### config.mk
export PLATFORM = sky130hd
export DESIGN_NAME = eaglesong_bit_matrix_sched
export DESIGN_NICKNAME = d
export VERILOG_FILES = /design/src/rtl/eaglesong_bit_matrix_sched.sv
export SDC_FILE = /design/constraint.sdc
export NUM_CORES = 2
export LEC_CHECK = 0
export BUFFER_PORTS_ARGS = -buffer_cell sky130_fd_sc_hd__buf_4
export CORE_AREA = 4 4 406 408
export CTS_CLUSTER_SIZE = 14
export DETAILED_ROUTE_END_ITERATION = 10
export DIE_AREA = 0 0 410 412
export SLEW_MARGIN = 20
export SYNTH_ARGS = -nofsm -noshare
export SYNTH_HDL_FRONTEND = slang
export SYNTH_SLANG_ARGS = --single-unit
### constraint.sdc
create_clock -name clk -period 27.4 [get_ports clk]
set_input_delay 2.74 -clock clk [delete_from_list [all_inputs] [get_ports clk]]
set_output_delay 2.74 -clock clk [all_outputs]
set_load 0.01 [all_outputs]
### src/rtl/eaglesong_bit_matrix_sched.sv
// Eaglesong bit-matrix step sequencer: walks all 256 (k,j) pairs through one shared
// single-bit matrix lookup and returns new[j] = XOR_k (M[k*16+j] ? state[k] : 0).
module eaglesong_bit_matrix_sched #(
    parameter int WORD_W     = 32,
    parameter bit LOOKUP_REG = 1'b0
) (
    input  logic                 clk,
    input  logic                 rst,
    input  logic                 start,
    input  logic [16*WORD_W-1:0] state_in,
    output logic                 busy,
    output logic [7:0]           bm_index,
    input  logic                 bm_bit,
    output logic                 out_valid,
    input  logic                 out_ready,
    output logic [16*WORD_W-1:0] state_out
);
    typedef enum logic [1:0] {IDLE, RUN, DONE} fsm_t;

    fsm_t              fsm;
    logic [3:0]        k, j;
    logic              issue_done;
    logic              pend;
    logic [3:0]        pk, pj;
    logic [WORD_W-1:0] acc;
    logic [WORD_W-1:0] words [16];
    logic [WORD_W-1:0] mix   [15];

    logic                 issuing, acc_en, acc_last_k, acc_last;
    logic [3:0]           acc_k, acc_j;
    logic [WORD_W-1:0]    acc_n;
    logic [16*WORD_W-1:0] final_vec;

    // The accumulate side either tracks the issue side directly or lags it by the lookup's register stage.
    // NOTE: combinational logic uses blocking '=', with every output given a value on every path so no latch is inferred.
    always_comb begin
        issuing = (fsm == RUN) && !issue_done;
        if (LOOKUP_REG) begin
            acc_en = pend;
            acc_k  = pk;
            acc_j  = pj;
        end else begin
            acc_en = issuing;
            acc_k  = k;
            acc_j  = j;
        end
        acc_n      = acc ^ (bm_bit ? words[acc_k] : '0);
        acc_last_k = acc_en && (acc_k == 4'd15);
        acc_last   = acc_last_k && (acc_j == 4'd15);
        final_vec  = '0;
        for (int i = 0; i < 15; i++) final_vec[WORD_W*i +: WORD_W] = mix[i];
        final_vec[WORD_W*15 +: WORD_W] = acc_n;
    end

    assign bm_index = issuing ? {k, j} : 8'd0;

    // NOTE: sequential state uses non-blocking '<=' so every register samples pre-edge values.
    always_ff @(posedge clk or posedge rst) begin
        if (rst) begin
            fsm        <= IDLE;
            busy       <= 1'b0;
            out_valid  <= 1'b0;
            k          <= 4'd0;
            j          <= 4'd0;
            acc        <= '0;
            issue_done <= 1'b0;
            pend       <= 1'b0;
            pk         <= 4'd0;
            pj         <= 4'd0;
            state_out  <= '0;
        end else begin
            pend <= issuing;
            pk   <= k;
            pj   <= j;
            case (fsm)
                IDLE: begin
                    if (start) begin
                        fsm        <= RUN;
                        busy       <= 1'b1;
                        k          <= 4'd0;
                        j          <= 4'd0;
                        acc        <= '0;
                        issue_done <= 1'b0;
                    end
                end
                RUN: begin
                    if (issuing) begin
                        k <= k + 4'd1;
                        if (k == 4'd15) begin
                            j <= j + 4'd1;
                            if (j == 4'd15) issue_done <= 1'b1;
                        end
                    end
                    if (acc_en) acc <= acc_last_k ? '0 : acc_n;
                    if (acc_last) begin
                        fsm       <= DONE;
                        out_valid <= 1'b1;
                        state_out <= final_vec;
                    end
                end
                DONE: begin
                    if (out_ready) begin
                        fsm       <= IDLE;
                        busy      <= 1'b0;
                        out_valid <= 1'b0;
                    end
                end
                default: fsm <= IDLE;
            endcase
        end
    end

    // NOTE: captured words and partial results are always written before use, so they carry no reset.
    always_ff @(posedge clk) begin
        if (fsm == IDLE && start) begin
            for (int i = 0; i < 16; i++) words[i] <= state_in[WORD_W*i +: WORD_W];
        end
        if (acc_last_k && acc_j != 4'd15) mix[acc_j] <= acc_n;
    end
endmodule

; ---- Yosys cells after proc, flatten, opt, wreduce, memory -nomap -nowiden
; Memory sizes are Yosys's and may differ from the RTL's. A register that Yosys moved wholly into a read port is not among the register bits.
; Cells that the tools add are included.
[classes]
n_eq_ne = 11
add_sub_neg = 2
n_reduce_logical = 17
bitwise = 1
mux = 30
[ops]
columns = cell, n
row1 = $mux 32, 4
row2 = $pmux 32 s2, 1
row3 = $xor 32x32->32, 1
row4 = $mux 4, 4
row5 = $pmux 4 s2, 2
row6 = $reduce_and 3->1, 4
row7 = $mux 1, 11
row8 = $add 4x1->4 const B, 2
row9 = $eq 4x4->1 const B, 2
row10 = $mux 8, 1
row11 = $ne 2x2->1 const B, 4
row12 = $mux 2, 3
row13 = $pmux 1 s2, 3
row14 = $pmux 2 s3, 1
row15 = $reduce_bool 2->1, 3
row16 = $logic_and 1x1->1, 5
row17 = $reduce_and 5->1, 1
row18 = $ne 2x1->1 const B, 2
row19 = $ne 4x4->1 const B, 1
row20 = $reduce_and 4->1, 1
row21 = $eq 2x1->1 const B, 1
row22 = $eq 2x2->1 const B, 1
row23 = $logic_not 2->1, 1
row24 = $reduce_and 2->1, 1
row25 = $logic_not 1->1, 1
[word_totals]
inputBits = 517
ram_bits = 992
output_inout_bits = 522
elab_cells = 71
reg_bits = 557
n_memories = 2
[mem_list]
columns = memory, depth, word_bits, rd, rd_clocked_by_memory_dff, wr, line_no
row1 = words, 16, 32, 1, 0, 16, 26  ; logic [WORD_W-1:0] words [16];
row2 = mix, 15, 32, 15, 15, 1, 27  ; logic [WORD_W-1:0] mix [15];

; ---- Longest topological paths before layout
[logic_depth]
word_depth = 6
ltp_mapped = 10
ltp_nobuf = 6

; ---- Worst setup path after synthesis
; OpenSTA, ideal clock, no wires.
[synth_timing]
path_kind = input-to-reg
start = input port start
end = register acc[0]
setup_time_ps = 83
setup_slack_ps = 10503
t_arrival_ps = 16815
path_buffers = 1
required_time_ps = 27317
path_stages = 7
path_cell_list = inv_1 > or3_1 > clkinv_1 > nor2_1 > clkbuf_1 > a31oi_1 > o21ai_0
[synth_via]
elab_chain_cells = 2
[synth_lines]
columns = element, line_no
row1 = start: declaration, 9  ; input logic start,
row2 = $ne 2x2->1 (no line), --
row3 = $reduce_and 3->1 (no line), --
row4 = end signal: assignment, 94  ; if (acc_en) acc <= acc_last_k ? '0 : acc_n;
row5 = end: declaration, 25  ; logic [WORD_W-1:0] acc;
; No other way between the ends.
; A chain may end at the register's enable or synchronous reset.

==> results.toml <==
[run_status]
status = "finished, final reports clean"

[sta]
relSlewSlack_pct = 17.6
final.min_clock_period_ps = 5320
setup_violations = 0
whs_ps = 427
fmax_mhz = 188
drv_slew = 0
rsz0062_at_grt = "false"
fin_crit_sh_pct = 19.4
tns_ps = 0
worst_pin_slew_ps = 1240
hold_viol = 0
fin_skew_ps = 42.7

[clocking]
cts.repair.resized = 0
clk_path_buf_depth = 3
holdBufCountCts = 0
root_buffer = "clkbuf_16"
numCtsBuffers = 162
clock-sinks = 1549
clk_latency_ps = 790
clk_pin_slew_ps = 60
postCtsSetupRepairBufs = 0
cts_tree = "done"
h-tree-depth = 4

[setup_path]
crit_type = "in -> reg"
rrSetupSlack_ps = 22740
startpoint_type = "primary input"
worstPathRequired_ps = 27800
endpoint_kind = "flip-flop"
r2r_start = "acc_k[0]"
r2r-end = "mix[0][3]"
r2r_cells = 7
crit_fanout = 149
worstPathArrival_ps = 5720

[global_routing]
track_usage_pct = 20.1
grt_pass1_vias = 35662
grt_pass1_wl_mm = 247
grt_max_degree = 208
antenna_found_initial = 27
grt_overflow = 0

[route]
vias = 35713
drt_iter0_drc = 3296
drc_errors = 0
detail_route.wl_per_cell_um = 23.4
avgViaCountPerCell = 4.78
dr.pass1.iters = 6
antenna_left = 0
wirelength_mm = 175

[cells_and_area]
nets = 5682
fin_area_um2 = 72100
layout-drive-gt1-share_pct = 26.3
syn_to_final_growth_pct = 27.6
layout.cells.non_filler = 7474

[worst_hold_path]
hold_path_end = "state_out[228]"
worstHoldStart = "mix[7][4]"
hold_depth = 2
min_path_type = "reg -> reg"

[placement]
gp_congestion = 0.813
placed_area_um2 = 66900
dp_hpwl_mm = 121
place_inst = 7169
portBuffers = 1038

[pwr]
power.density_nw_per_um2 = 83.0
leakage_nw = 31.6
ir_drop_mv = 0.0695

[floorplanning]
start_util_pct = 34.9
row_count = 148
die_w_um = 410
coreArea_um2 = 162000
ios = 1039
die_area_um2 = 169000
die_h_um = 412

[logic_synthesis]
synth-seq-cells = 1549
ys_seq_area_share_pct = 77.4
netlist.area_leader.share_pct = 52.7
yosysUniqueCellTypes = 39
ys_top_cells_by_area = "edfxtp_1 (53%), dfrtp_1 (25%), nand2_1 (10%)"
async_flop_share_pct = 36.0
synth_area_per_cell_um2 = 13.8
synth_edf_count = 992
postSynthCellCount = 4085
synth_ff_type = "edfxtp_1"
yosysTopAreaCell = "edfxtp_1"
yosysWarningCount = 0
synth_nets = 4607
syn_area_um2 = 56500

[job]
drv_cap = 0
## layer usage
layer / GRT usage [%] / vias to the layer above / share of wire [%] / wire length, µm
met5: 0 / - / 0.072 / 125
met4: 6.62 / 18 / 3.3 / 5770
met2: 34.4 / 1337 / 50 / 87500
li1: - / 16325 / - / -
met1: 25.1 / 17766 / 40 / 69600
met3: 4.79 / 267 / 6.7 / 11800
## sequential cells by signal, indices dropped and copies added, names as in the netlist
name,flops
busy,1
acc_k,4
words,512
state_out,512
fsm,2
acc,32
acc_j,4
out_valid,1
issue_done,1
mix,480
## layout make-up
type,count,area (µm²)
tap,2175,2720
timing repair buffer,1101,8390
inverter,39,161
clock inverter,60,487
antenna,10,25.0
multi-input combinational,2307,12000
sequential,1549,43700
fill,14702,89600
clock buffer,233,4610
## how the worst max path moves through the flow
stage                      from      endpoint  slack [ps]  cells past startpoint
after detailed placement    rst      acc_k[0]       21070                      5
after floorplan             rst        acc[0]        9080                      1
after global placement      rst      acc_k[0]       21120                      5
after global routing        rst      acc_k[0]       21540                      5
final                     start  words[0][10]       22080                      7
after CTS                   rst      acc_k[0]       21980                      5
## power by group
group,internal (mW),switching [mW],total (mW),leakage (nW)
clock,1.21,0.901,2.11,2.49
combinational,0.306,0.755,1.06,12.4
sequential,2.76,0.0483,2.81,16.7
total,4.28,1.70,5.98,31.6
## kinds of logic after synthesis
logic type | count (synthesis) | share of synthesized area [%]
compound gates | 268 | 3.20
buf+inv | 229 | 2.03
fa+ha+maj | 5 | 0.111
mux | 256 | 4.54
flops | 1549 | 77.4
xor+xnor | 36 | 0.558
simple gates | 1742 | 12.2
## critical path, cell delays in order
cell    delay (ps)
buf_4          110
inv_1           50
or3_1          430
inv_8          500
buf_12         340
buf_16         520
buf_4          770
## synthesized netlist by cell type (all sizes together) (22+ instances only)
master     n
mux2i    256
o21ai     40
clkbuf    39
nor2      28
a22oi     64
xnor2     32
inv       38
dfrtp    557
nand3     84
buf      151
a211o     48
nand2   1563
a31oi     32
and2      22
edfxtp   992
a21oi     65
## through the flow
stage	utilization (%)	setup WS, ps	power, mW
finish	44.6	22080	5.98
global route	44.6	21540	6.21
CTS	44.5	21980	6.06
detailed placement	41.4	21070	3.94
global placement	41.4	21120	3.92
floorplan	-	9080	3.36
## placed cells by master (no fill, tap or decap), drive strengths merged
| cell type | Yosys | routed |
|---|---|---|
| a21oi | 65 | 65 |
| mux2i | 256 | 256 |
| xor2 | 4 | 4 |
| nor2 | 28 | 28 |
| nand2 | 1563 | 1563 |
| clkinvlp | 0 | 3 |
| nor2b | 2 | 2 |
| bufinv | 0 | 4 |
| a31oi | 32 | 32 |
| nand4 | 16 | 16 |
| dfrtp | 557 | 557 |
| and4 | 16 | 16 |
| nor3 | 1 | 1 |
| clkinv | 1 | 49 |
| nand2b | 1 | 1 |
| ha | 5 | 5 |
| diode | 0 | 10 |
| buf | 151 | 1101 |
| or2 | 1 | 1 |
| inv | 38 | 43 |
| o21ai | 40 | 40 |
| nor3b | 3 | 3 |
| a211o | 48 | 48 |
| edfxtp | 992 | 992 |
| a22o | 1 | 1 |
| nand3 | 84 | 84 |
| and3 | 1 | 1 |
| o31ai | 2 | 2 |
| clkbuf | 39 | 233 |
| nor4b | 1 | 1 |
| and2 | 22 | 22 |
| or3 | 2 | 2 |
| or3b | 1 | 1 |
| a221o | 16 | 16 |
| xnor2 | 32 | 32 |
| a22oi | 64 | 64 |
Note: power is estimated with default switching activity, not from simulation.
